File: src/rtl/multicycle_cpu_core_if.sv
// Bus bundle for multicycle_cpu_core: instruction fetch port plus the
// handshaked IN/OUT data ports.
//   master (core side): drives imem_addr, in_ready, out_data, out_valid
//   slave  (env side) : drives imem_rdata, in_data, in_valid, out_ready
interface multicycle_cpu_core_if #(
   parameter int unsigned DW    = 8,
   parameter int unsigned RF_AW = 4,
   parameter int unsigned PC_W  = 8
) ();
   localparam int unsigned IW = 4 + 3*RF_AW;

   logic [PC_W-1:0] imem_addr;
   logic [IW-1:0]   imem_rdata;
   logic [DW-1:0]   in_data;
   logic            in_valid;
   logic            in_ready;
   logic [DW-1:0]   out_data;
   logic            out_valid;
   logic            out_ready;

   modport master (
      output imem_addr, in_ready, out_data, out_valid,
      input  imem_rdata, in_data, in_valid, out_ready
   );

   modport slave (
      input  imem_addr, in_ready, out_data, out_valid,
      output imem_rdata, in_data, in_valid, out_ready
   );
endinterface

File: src/rtl/multicycle_cpu_core.sv
// Multi-cycle accumulator-style CPU core with register file, ALU, branch
// unit and handshaked IN/OUT ports.
// Ports:
//   clk, rst  - rising-edge clock, asynchronous active-high reset
//   bus       - multicycle_cpu_core_if.master: imem_addr/imem_rdata (sync
//               memory, 1-cycle read latency), in_data/in_valid/in_ready,
//               out_data/out_valid/out_ready
//   halted    - sticky, set once HALT executes
//   illegal   - sticky, set once opcode 0011 executes
//   pc_dbg    - current program counter
module multicycle_cpu_core #(
   parameter int unsigned DW    = 8,
   parameter int unsigned RF_AW = 4,
   parameter int unsigned PC_W  = 8,
   localparam int unsigned IW   = 4 + 3*RF_AW
) (
   input  logic                  clk,
   input  logic                  rst,
   multicycle_cpu_core_if.master bus,
   output logic                  halted,
   output logic                  illegal,
   output logic [PC_W-1:0]       pc_dbg
);

   localparam int unsigned NREG = 2**RF_AW;

   localparam logic [3:0] OP_NOP   = 4'b0000;
   localparam logic [3:0] OP_LOAD  = 4'b0001;
   localparam logic [3:0] OP_AND   = 4'b0010;
   localparam logic [3:0] OP_ILL   = 4'b0011;
   localparam logic [3:0] OP_ADD   = 4'b0100;
   localparam logic [3:0] OP_SUB   = 4'b0101;
   localparam logic [3:0] OP_OR    = 4'b0110;
   localparam logic [3:0] OP_XOR   = 4'b0111;
   localparam logic [3:0] OP_BRA   = 4'b1000;
   localparam logic [3:0] OP_BRAZ  = 4'b1001;
   localparam logic [3:0] OP_BRAL  = 4'b1010;
   localparam logic [3:0] OP_BRALZ = 4'b1011;
   localparam logic [3:0] OP_CALL  = 4'b1100;
   localparam logic [3:0] OP_HALT  = 4'b1101;
   localparam logic [3:0] OP_IN    = 4'b1110;
   localparam logic [3:0] OP_OUT   = 4'b1111;

   typedef enum logic [2:0] {
      S_FETCH  = 3'd0,
      S_DECODE = 3'd1,
      S_EXEC   = 3'd2,
      S_WB     = 3'd3,
      S_IO     = 3'd4,
      S_HALT   = 3'd5
   } state_t;

   state_t           state;
   logic [PC_W-1:0]  pc;
   logic [IW-1:0]    ir;
   logic [DW-1:0]    w_q;
   logic [DW-1:0]    rf [NREG];

   logic [3:0]       op;
   logic [RF_AW-1:0] ra, rb, rd;
   logic [DW-1:0]    rf_a, rf_b;
   logic             ra_zero;
   logic [DW-1:0]    alu_c;
   logic [PC_W-1:0]  tgt_c;
   logic             rf_we_c;
   logic [DW-1:0]    rf_wd_c;

   // Instruction fields {op, RA, RB, RD}
   assign op = ir[IW-1 -: 4];
   assign ra = ir[3*RF_AW-1 -: RF_AW];
   assign rb = ir[2*RF_AW-1 -: RF_AW];
   assign rd = ir[RF_AW-1:0];

   assign rf_a    = rf[ra];
   assign rf_b    = rf[rb];
   assign ra_zero = (rf_a == '0);

   assign bus.imem_addr = pc;
   assign pc_dbg        = pc;

   // Write-back value; CALL stores the already-incremented PC
   always_comb begin
      alu_c = '0;
      case (op)
         OP_LOAD: alu_c = DW'({ra, rb});
         OP_AND:  alu_c = rf_a & rf_b;
         OP_ADD:  alu_c = rf_a + rf_b;
         OP_SUB:  alu_c = rf_a - rf_b;
         OP_OR:   alu_c = rf_a | rf_b;
         OP_XOR:  alu_c = rf_a ^ rf_b;
         OP_CALL: alu_c = DW'(pc);
         default: alu_c = '0;
      endcase
   end

   // Branch target: register-indirect for BRA/BRAZ, RB field otherwise
   always_comb begin
      tgt_c = PC_W'(rb);
      if (op == OP_BRA || op == OP_BRAZ) begin
         tgt_c = PC_W'(rf_b);
      end
   end

   // Register file write port: WB stage, or IN transfer in the IO state
   always_comb begin
      rf_we_c = 1'b0;
      rf_wd_c = w_q;
      if (state == S_WB) begin
         rf_we_c = 1'b1;
      end else if (state == S_IO && op == OP_IN && bus.in_valid && bus.in_ready) begin
         rf_we_c = 1'b1;
         rf_wd_c = bus.in_data;
      end
   end

   // Register file is intentionally not reset
   always_ff @(posedge clk) begin
      if (rf_we_c && !rst) begin
         rf[rd] <= rf_wd_c;
      end
   end

   // Control FSM with registered status/handshake outputs
   always_ff @(posedge clk or posedge rst) begin
      if (rst) begin
         state         <= S_FETCH;
         pc            <= '0;
         ir            <= '0;
         w_q           <= '0;
         bus.out_data  <= '0;
         bus.out_valid <= 1'b0;
         bus.in_ready  <= 1'b0;
         halted        <= 1'b0;
         illegal       <= 1'b0;
      end else begin
         case (state)
            S_FETCH: begin
               state <= S_DECODE;
            end
            S_DECODE: begin
               ir    <= bus.imem_rdata;
               pc    <= pc + PC_W'(1);
               state <= S_EXEC;
            end
            S_EXEC: begin
               state <= S_FETCH;
               case (op)
                  OP_LOAD, OP_AND, OP_ADD, OP_SUB, OP_OR, OP_XOR: begin
                     w_q   <= alu_c;
                     state <= S_WB;
                  end
                  OP_CALL: begin
                     w_q   <= alu_c;
                     pc    <= tgt_c;
                     state <= S_WB;
                  end
                  OP_BRA, OP_BRAL: begin
                     pc <= tgt_c;
                  end
                  OP_BRAZ, OP_BRALZ: begin
                     if (ra_zero) begin
                        pc <= tgt_c;
                     end
                  end
                  OP_HALT: begin
                     halted <= 1'b1;
                     state  <= S_HALT;
                  end
                  OP_IN: begin
                     bus.in_ready <= 1'b1;
                     state        <= S_IO;
                  end
                  OP_OUT: begin
                     bus.out_data  <= rf_a;
                     bus.out_valid <= 1'b1;
                     state         <= S_IO;
                  end
                  OP_ILL: begin
                     illegal <= 1'b1;
                  end
                  default: begin
                     // OP_NOP
                  end
               endcase
            end
            S_WB: begin
               state <= S_FETCH;
            end
            S_IO: begin
               // Wait here until the pending transfer completes
               if (op == OP_IN) begin
                  if (bus.in_valid) begin
                     bus.in_ready <= 1'b0;
                     state        <= S_FETCH;
                  end
               end else if (bus.out_ready) begin
                  bus.out_valid <= 1'b0;
                  state         <= S_FETCH;
               end
            end
            S_HALT: begin
               state <= S_HALT;
            end
            default: begin
               state <= S_FETCH;
            end
         endcase
      end
   end

endmodule
File: src/flat_wrapper.sv
// flat-port wrapper written by rule: the top's interface ports become plain ports
module multicycle_cpu_core_flat 
#(
   parameter int unsigned DW    = 8,
   parameter int unsigned RF_AW = 4,
   parameter int unsigned PC_W  = 8,
   localparam int unsigned IW   = 4 + 3*RF_AW
)
  (clk, rst, halted, illegal, pc_dbg, bus_imem_addr, bus_in_ready, bus_out_data, bus_out_valid, bus_imem_rdata, bus_in_data, bus_in_valid, bus_out_ready);
  multicycle_cpu_core_if #(.DW(DW), .RF_AW(RF_AW), .PC_W(PC_W)) bus_i ();
  input  logic clk;
  input  logic rst;
  output logic halted;
  output logic illegal;
  output logic [PC_W-1:0] pc_dbg;
  output wire logic [$bits(bus_i.imem_addr)-1:0] bus_imem_addr;
  output wire logic [$bits(bus_i.in_ready)-1:0] bus_in_ready;
  output wire logic [$bits(bus_i.out_data)-1:0] bus_out_data;
  output wire logic [$bits(bus_i.out_valid)-1:0] bus_out_valid;
  input wire logic [$bits(bus_i.imem_rdata)-1:0] bus_imem_rdata;
  input wire logic [$bits(bus_i.in_data)-1:0] bus_in_data;
  input wire logic [$bits(bus_i.in_valid)-1:0] bus_in_valid;
  input wire logic [$bits(bus_i.out_ready)-1:0] bus_out_ready;
  assign bus_imem_addr = bus_i.imem_addr;
  assign bus_in_ready = bus_i.in_ready;
  assign bus_out_data = bus_i.out_data;
  assign bus_out_valid = bus_i.out_valid;
  assign bus_i.imem_rdata = bus_imem_rdata;
  assign bus_i.in_data = bus_in_data;
  assign bus_i.in_valid = bus_in_valid;
  assign bus_i.out_ready = bus_out_ready;
  multicycle_cpu_core #(.DW(DW), .RF_AW(RF_AW), .PC_W(PC_W)) u_core (.clk(clk), .rst(rst), .bus(bus_i), .halted(halted), .illegal(illegal), .pc_dbg(pc_dbg));
endmodule
File: config.mk
export PLATFORM = sky130hd
export DESIGN_NAME = multicycle_cpu_core_flat
export DESIGN_NICKNAME = d
export VERILOG_FILES = /design/src/rtl/multicycle_cpu_core_if.sv /design/src/rtl/multicycle_cpu_core.sv /design/src/flat_wrapper.sv
export SDC_FILE = /design/constraint.sdc
export NUM_CORES = 1
export LEC_CHECK = 0
export BUFFER_PORTS_ARGS = -buffer_cell sky130_fd_sc_hd__buf_2
export CORE_UTILIZATION = 40
export DETAILED_ROUTE_END_ITERATION = 16
export GPL_ROUTABILITY_DRIVEN = 0
export GPL_TIMING_DRIVEN = 0
export PLACE_DENSITY = 0.61
export SYNTH_ARGS = -nofsm -noshare
export SYNTH_HDL_FRONTEND = slang
export SYNTH_SLANG_ARGS = --single-unit
File: constraint.sdc
create_clock -name clk -period 6.1 [get_ports clk]
set_input_delay 0.305 -clock clk [delete_from_list [all_inputs] [get_ports clk]]
set_output_delay 0.305 -clock clk [all_outputs]
set_load 0.03 [all_outputs]
==> results of run 1 <==
-- cells in the final DEF (no fill, tap or decap), drive strengths merged, types with 4 or more instances in the layout --
cell	count
a21o	4
edfxtp	128
a31oi	5
mux2i	11
clkinvlp	4
nor2	48
nor3b	4
a221oi	7
nor3	11
mux4	65
clkinv	8
a32oi	5
nand3	9
a21oi	28
o21ai	31
ha	25
inv	25
a22oi	17
nand2	32
o211ai	6
clkbuf	38
nor2b	9
xnor2	9
buf	83
nand2b	7
dfrtp	47
mux2	28
-- kinds of logic (layout without fill, tap and decap cells) --
group                    Yosys count  count (layout)  synth area share [%]
flip-flops                       175             175                 54.79
AND/OR/NAND/NOR                  136             136                 7.101
AO/OA/AOI/OAI                    121             121                 8.890
multiplexers                     104             104                 20.62
buffers and inverters             70             161                 3.769
adder cells (fa/ha/maj)           26              26                 3.632
XOR/XNOR                          11              11                 1.202
-- path summary, 6_finish.rpt --
kind	startpoint	end	slack (ns)	cells after the start
setup reg to reg	u_core.ir[5]	u_core.w_q[7]	0.96	18
hold / removal	bus_imem_rdata[0]	u_core.ir[0]	0.09	2
hold reg to reg	u_core.illegal	u_core.illegal	0.46	1
min in group asynchronous	rst	u_core.ir[1]	0.34	3
setup / recovery	u_core.ir[5]	u_core.w_q[7]	0.96	18
max in group asynchronous	rst	u_core.w_q[6]	5.28	4
-- power by group through the flow --
stage               Sequential [mW]  Clock [mW]  Combinational [mW]
finish                         1.71        1.10                3.67
global route                   1.74        1.15                3.99
CTS                            1.71        1.11                3.65
detailed placement             1.73           0                3.64
global placement               1.72           0                3.55
floorplan                      1.79           0                2.60
-- layer usage --
layer | GRT usage [%] | vias to the layer above | routed length [µm]
li1 | - | 2672 | -
met1 | 27.67 | 3091 | 9828
met2 | 36.53 | 246 | 12140
met3 | 3.459 | 23 | 1382
met4 | 6.476 | 0 | 337
met5 | 0 | - | 0
-- flip-flops by register name, indices dropped and copies added, names as in the netlist --
signal / cells
u_core.rf: 128
u_core.ir: 16
u_core.bus.imem_addr: 8
u_core.bus.out_data: 8
u_core.w_q: 8
u_core.state: 3
u_core.bus.in_ready: 1
u_core.bus.out_valid: 1
u_core.halted: 1
u_core.illegal: 1
-- area by class of cell --
class | count | area share [%]
timing repair buffer | 59 | 3.019
clock inverter | 14 | 1.570
inverter | 25 | 0.9106
buffer | 45 | 2.396
clock buffer | 18 | 4.110
sequential | 175 | 48.07
multi-input combinational | 398 | 36.51
tap | 285 | 3.415
-- what timing repair did --
item | 4_1_cts | 5_1_grt
hold endpoints to repair | 6 | 0
setup buffers | 0 | 0
hold buffers | 1 | 0
-- through the flow --
stage / power (mW) / utilization, % / hold WS [ns] / cell area [µm²]
2_1_floorplan: 4.387 / - / 0.4454 / 9163
3_3_place_gp: 5.276 / 43.39 / 0.4448 / 9794
3_5_place_dp: 5.371 / 43.55 / 0.2338 / 9829
4_1_cts: 6.464 / 46.22 / 0.09222 / 10430
5_1_grt: 6.881 / 46.26 / 0.09438 / 10440
6_report: 6.484 / 46.26 / 0.09450 / 10440
==> impl_metrics.json, run 1 <==
{
  "outcome": "finished clean",
  "slew_headroom_pct": 18.12,
  "report.final.slew_viol_count": 0,
  "post-route-min-period_ns": 5.136,
  "die-area_um2": 23520,
  "grt_pass1_vias": 6128,
  "synthArstFlopShare_pct": 26.86,
  "cpMaxStageDelayCell": "a221oi_2",
  "end_kind": "register",
  "syn_nets": 697,
  "worstHoldPathType": "in2reg",
  "register_area_um2": 5020,
  "worst_skew_pair.late_latency_ns": 0.44,
  "avgSynthCellArea_um2": 14.25,
  "grt_start_max_net_pins": 42,
  "path_max_fanout": 10,
  "dr.pass1.iters": 6,
  "synthMostInstantiatedCell": "edfxtp_1",
  "drc": 0,
  "antenna_found_initial": 0,
  "dp_worst_setup_slack_ns": 1.025,
  "ctsResizeCount": 0,
  "crit_buf_inv": 4,
  "ys_ff_latch": 175,
  "coreArea_um2": 22570,
  "p_int_mw": 3.680,
  "synth_top_area_share_pct": 41.95,
  "cp_top_family": "compound AO/OA/AOI/OAI gates",
  "hold_viol_final": 0,
  "max_stage_delay_ns": 0.59,
  "wire_per_inst_um": 23.25,
  "grt_use_total_pct": 21.27,
  "combPwrFrac_pct": 56.7,
  "cts_buffer_depth": 2,
  "ys_types": 55,
  "cp.required_ns": 6.46,
  "p_sw_share_pct": 43.25,
  "ios": 56,
  "placed_cells": 986,
  "dr_total_vias": 6032,
  "antenna_left": 0,
  "hpwlAfterDp_um": 17390,
  "arrival_ns": 5.50,
  "fin_nets": 775,
  "initial_core_util_pct": 40.59,
  "path_cells": "clkbuf_1 > buf_2 > buf_2 > mux4_2 > a221oi_2 > ha_1 > nand2_1 > o21ai_0 > inv_1 > ha_1 > nor2b_1 > o21ai_0 > a21boi_0 > o21ai_0 > a21oi_1 > xnor3_1 > nand2_1 > a21oi_1",
  "setup_violations": 0,
  "io_buffers": 55,
  "fmax_mhz": 194.7,
  "fillers": 1964,
  "drtIter0Drc": 647,
  "multi_input_area_um2": 3812,
  "finClkSkew_ns": 0.008452,
  "grt_pass1_wl_um": 36940,
  "p_clk_share_pct": 16.9,
  "setup_slack_ns": 0.9636,
  "rows": 55,
  "power.density_nw_per_um2": 620.9,
  "syn_to_final_growth_pct": 13.97,
  "synthFlopType": "edfxtp_1",
  "final_layout_size_suffix_gt1_share_pct": 29.43,
  "final.setup.tns_ns": 0,
  "grt.overflow.total": 0,
  "drv_cap": 0,
  "numCtsBuffers": 17,
  "cts_max_level": 4,
  "seq_area_frac_synth_pct": 54.79,
  "worst-setup-path-type": "reg2reg",
  "synth_area_um2": 9163,
  "rsz0062_at_grt": "false",
  "clk_pin_slew_ns": 0.07,
  "crit_top_cell": "o21ai_0",
  "avgViaCountPerCell": 5.920,
  "post-route-period-util_pct": 84.20,
  "clock_sinks": 175,
  "wirelength_um": 23690,
  "worstMarginPinSlew_ns": 1.226,
  "die_x_um": 153.4,
  "synthTopCellsByCount": "128 x edfxtp_1, 65 x mux4_2, 48 x nor2_1",
  "synthesis.instances": 643,
  "fp.dieH_um": 153.4,
  "irDropWorstVdd_mv": 0.2407,
  "synth_area_leader_cell": "edfxtp_1",
  "synth_enable_flop_cells": 128,
  "cts_tree": "built",
  "synth_area_leaders": "edfxtp_1 42%, mux4_2 16%, dfrtp_1 13%",
  "p_leak_nw": 3.802,
  "num_antenna_cells": 0,
  "stdcell_count": 1019,
  "clockRootBuffer": "clkbuf_16",
  "startpoint_type": "register",
  "ys_warn_count": 0,
  "seq_power_share_pct": 26.4,
  "p_switching_mw": 2.804
}
Power figures use the tool's default switching activity.
==> run 2, diff against run 1 <==
--- a/config.mk
+++ b/config.mk
@@ -10,7 +10,7 @@
 export DETAILED_ROUTE_END_ITERATION = 16
 export GPL_ROUTABILITY_DRIVEN = 0
 export GPL_TIMING_DRIVEN = 0
-export PLACE_DENSITY = 0.61
+export PLACE_DENSITY = 0.63
 export SYNTH_ARGS = -nofsm -noshare
 export SYNTH_HDL_FRONTEND = slang
 export SYNTH_SLANG_ARGS = --single-unit
==> constraint.sdc (replaced) <==
create_clock -name clk -period 4.3 [get_ports clk]
set_input_delay 0.215 -clock clk [delete_from_list [all_inputs] [get_ports clk]]
set_output_delay 0.215 -clock clk [all_outputs]
set_load 0.03 [all_outputs]
==> impl_metrics.json, run 2 (synthesized netlist as in run 1, its figures left out) <==
{
  "outcome": "finished clean",
  "wire_per_inst_um": 23.31,
  "p_int_mw": 5.231,
  "grt.overflow.total": 0,
  "crit_buf_inv": 4,
  "final.setup.tns_ns": 0,
  "avgViaCountPerCell": 5.892,
  "syn_to_final_growth_pct": 14.20,
  "worst-setup-path-type": "reg2reg",
  "path_cells": "buf_6 > buf_8 > buf_8 > mux4_2 > a221oi_4 > ha_1 > nand2_1 > o21ai_0 > inv_1 > ha_1 > nor2b_1 > o21ai_1 > a21boi_2 > o21ai_1 > a21oi_1 > xnor3_1 > nand2_1 > a21oi_1",
  "final_layout_size_suffix_gt1_share_pct": 29.97,
  "grt_use_total_pct": 21.06,
  "final_common_cell": "edfxtp_1",
  "whs_ns": 0.01810,
  "multi_input_area_um2": 3840,
  "p_switching_mw": 4.008,
  "antenna_found_initial": 0,
  "cts_buffer_depth": 2,
  "worstHoldPathType": "in2reg",
  "combPwrFrac_pct": 57.4,
  "end_kind": "register",
  "largest_reg_flops": 128,
  "coreArea_um2": 22570,
  "grt_pass1_wl_um": 36620,
  "p_clk_share_pct": 16.2,
  "fin_nets": 775,
  "dr_total_vias": 6004,
  "seq_power_share_pct": 26.4,
  "dp_worst_setup_slack_ns": -0.7711,
  "largestRegisters": "u_core.rf x128, u_core.ir x16",
  "path_max_fanout": 10,
  "report.final.slew_viol_count": 0,
  "slew_headroom_pct": 17.44,
  "fp.dieH_um": 153.4,
  "cts_max_level": 4,
  "met1_usage_pct": 27.11,
  "worst_skew_pair.late_latency_ns": 0.43,
  "wirelength_um": 23760,
  "p_total_mw": 9.239,
  "power.density_nw_per_um2": 882.9,
  "stdcell_count": 1019,
  "worstMarginPinSlew_ns": 1.236,
  "max_stage_delay_ns": 0.55,
  "num_antenna_cells": 0,
  "busiest_layer": "met2",
  "final_cell_mix": "128 x edfxtp_1, 65 x mux4_2, 60 x buf_2",
  "setup_violations": 0,
  "drtIter0Drc": 496,
  "fillers": 1951,
  "die_x_um": 153.4,
  "finClkSkew_ns": 0.01062,
  "startpoint_type": "register",
  "ios": 56,
  "irDropWorstVdd_mv": 0.3377,
  "dr.pass1.iters": 5,
  "post-route-min-period_ns": 4.125,
  "fin_util_pct": 46.36,
  "cpMaxStageDelayCell": "mux4_2",
  "top_register": "u_core.rf",
  "antenna_left": 0,
  "p_leak_nw": 3.816,
  "cp_top_family": "compound AO/OA/AOI/OAI gates",
  "placed_cell_area_um2": 9829,
  "placed_cells": 986,
  "hpwlAfterDp_um": 17470,
  "grt_start_max_net_pins": 42,
  "arrival_ns": 4.48,
  "fmax_mhz": 242.4,
  "use_met3_pct": 2.580,
  "setup_slack_ns": 0.1748,
  "die-area_um2": 23520,
  "grt_pass1_vias": 6174,
  "grt.met2_usage_pct": 36.14,
  "drv_cap": 0,
  "rows": 55,
  "io_buffers": 55,
  "hold_viol_final": 0,
  "cp.required_ns": 4.65,
  "clock_sinks": 175,
  "cts_tree": "built",
  "numCtsBuffers": 17,
  "fin_area_um2": 10460,
  "post-route-period-util_pct": 95.94,
  "p_sw_share_pct": 43.38,
  "initial_core_util_pct": 40.59,
  "clk_pin_slew_ns": 0.07,
  "drc": 0,
  "register_area_um2": 5021,
  "clockRootBuffer": "clkbuf_16"
}
[run 2: cell types whose count changed in the layout (fill, tap and decap cells not counted), moves of 2 or more]
cell and change:
a221oi_2 -2, a221oi_4 +2, buf_2 -2, buf_4 +2, buf_8 +2, clkbuf_1 -2, clkinv_1 +2, clkinvlp_4 -2
inv_6 +3, o21ai_0 -2, o21ai_1 +2
[run 2: per-layer routing]
layer	vias up	wire length (µm)
met2	215	11940
met1	3070	9993
met4	0	663
met5	-	0
li1	2676	-
met3	43	1160
[run 2: power by group through the flow]
stage                     combinational (mW)  clock (mW)  sequential [mW]
after global routing                    5.72        1.57             2.48
after detailed placement                5.15           0             2.46
after CTS                               5.23        1.51             2.44
final                                   5.30        1.50             2.44
after floorplan                         3.68           0             2.54
after global placement                  5.03           0             2.44
[run 2: what timing repair did]
| item | in CTS | in global routing |
|---|---|---|
| endpoints found under the hold margin | 47 | 0 |
| hold buffers | 1 | 0 |
| buffers inserted | 1 | 0 |
| cloned | 0 | 0 |
| pin swaps | 1 | 0 |
| endpoints found under the setup margin | 6 | 2 |
| gates resized for setup | 10 | 6 |
[run 2: worst paths after layout]
path	from	to	slack, ns	cells after the start
worst max-delay path	u_core.ir[4]	u_core.w_q[7]	0.17	18
worst min-delay path	bus_imem_rdata[0]	u_core.ir[0]	0.02	2
worst max register to register	u_core.ir[4]	u_core.w_q[7]	0.17	18
worst min register to register	u_core.illegal	u_core.illegal	0.48	1
max in group asynchronous	rst	u_core.ir[5]	3.54	4
min in group asynchronous	rst	u_core.ir[7]	0.26	3
[run 2: cell type report]
| class | count | share of cell area, % |
|---|---|---|
| inverter | 25 | 0.9088 |
| tap | 285 | 3.408 |
| sequential | 175 | 47.99 |
| clock inverter | 14 | 1.256 |
| timing repair buffer | 60 | 3.085 |
| buffer | 44 | 2.559 |
| clock buffer | 18 | 4.101 |
| multi-input combinational | 398 | 36.70 |
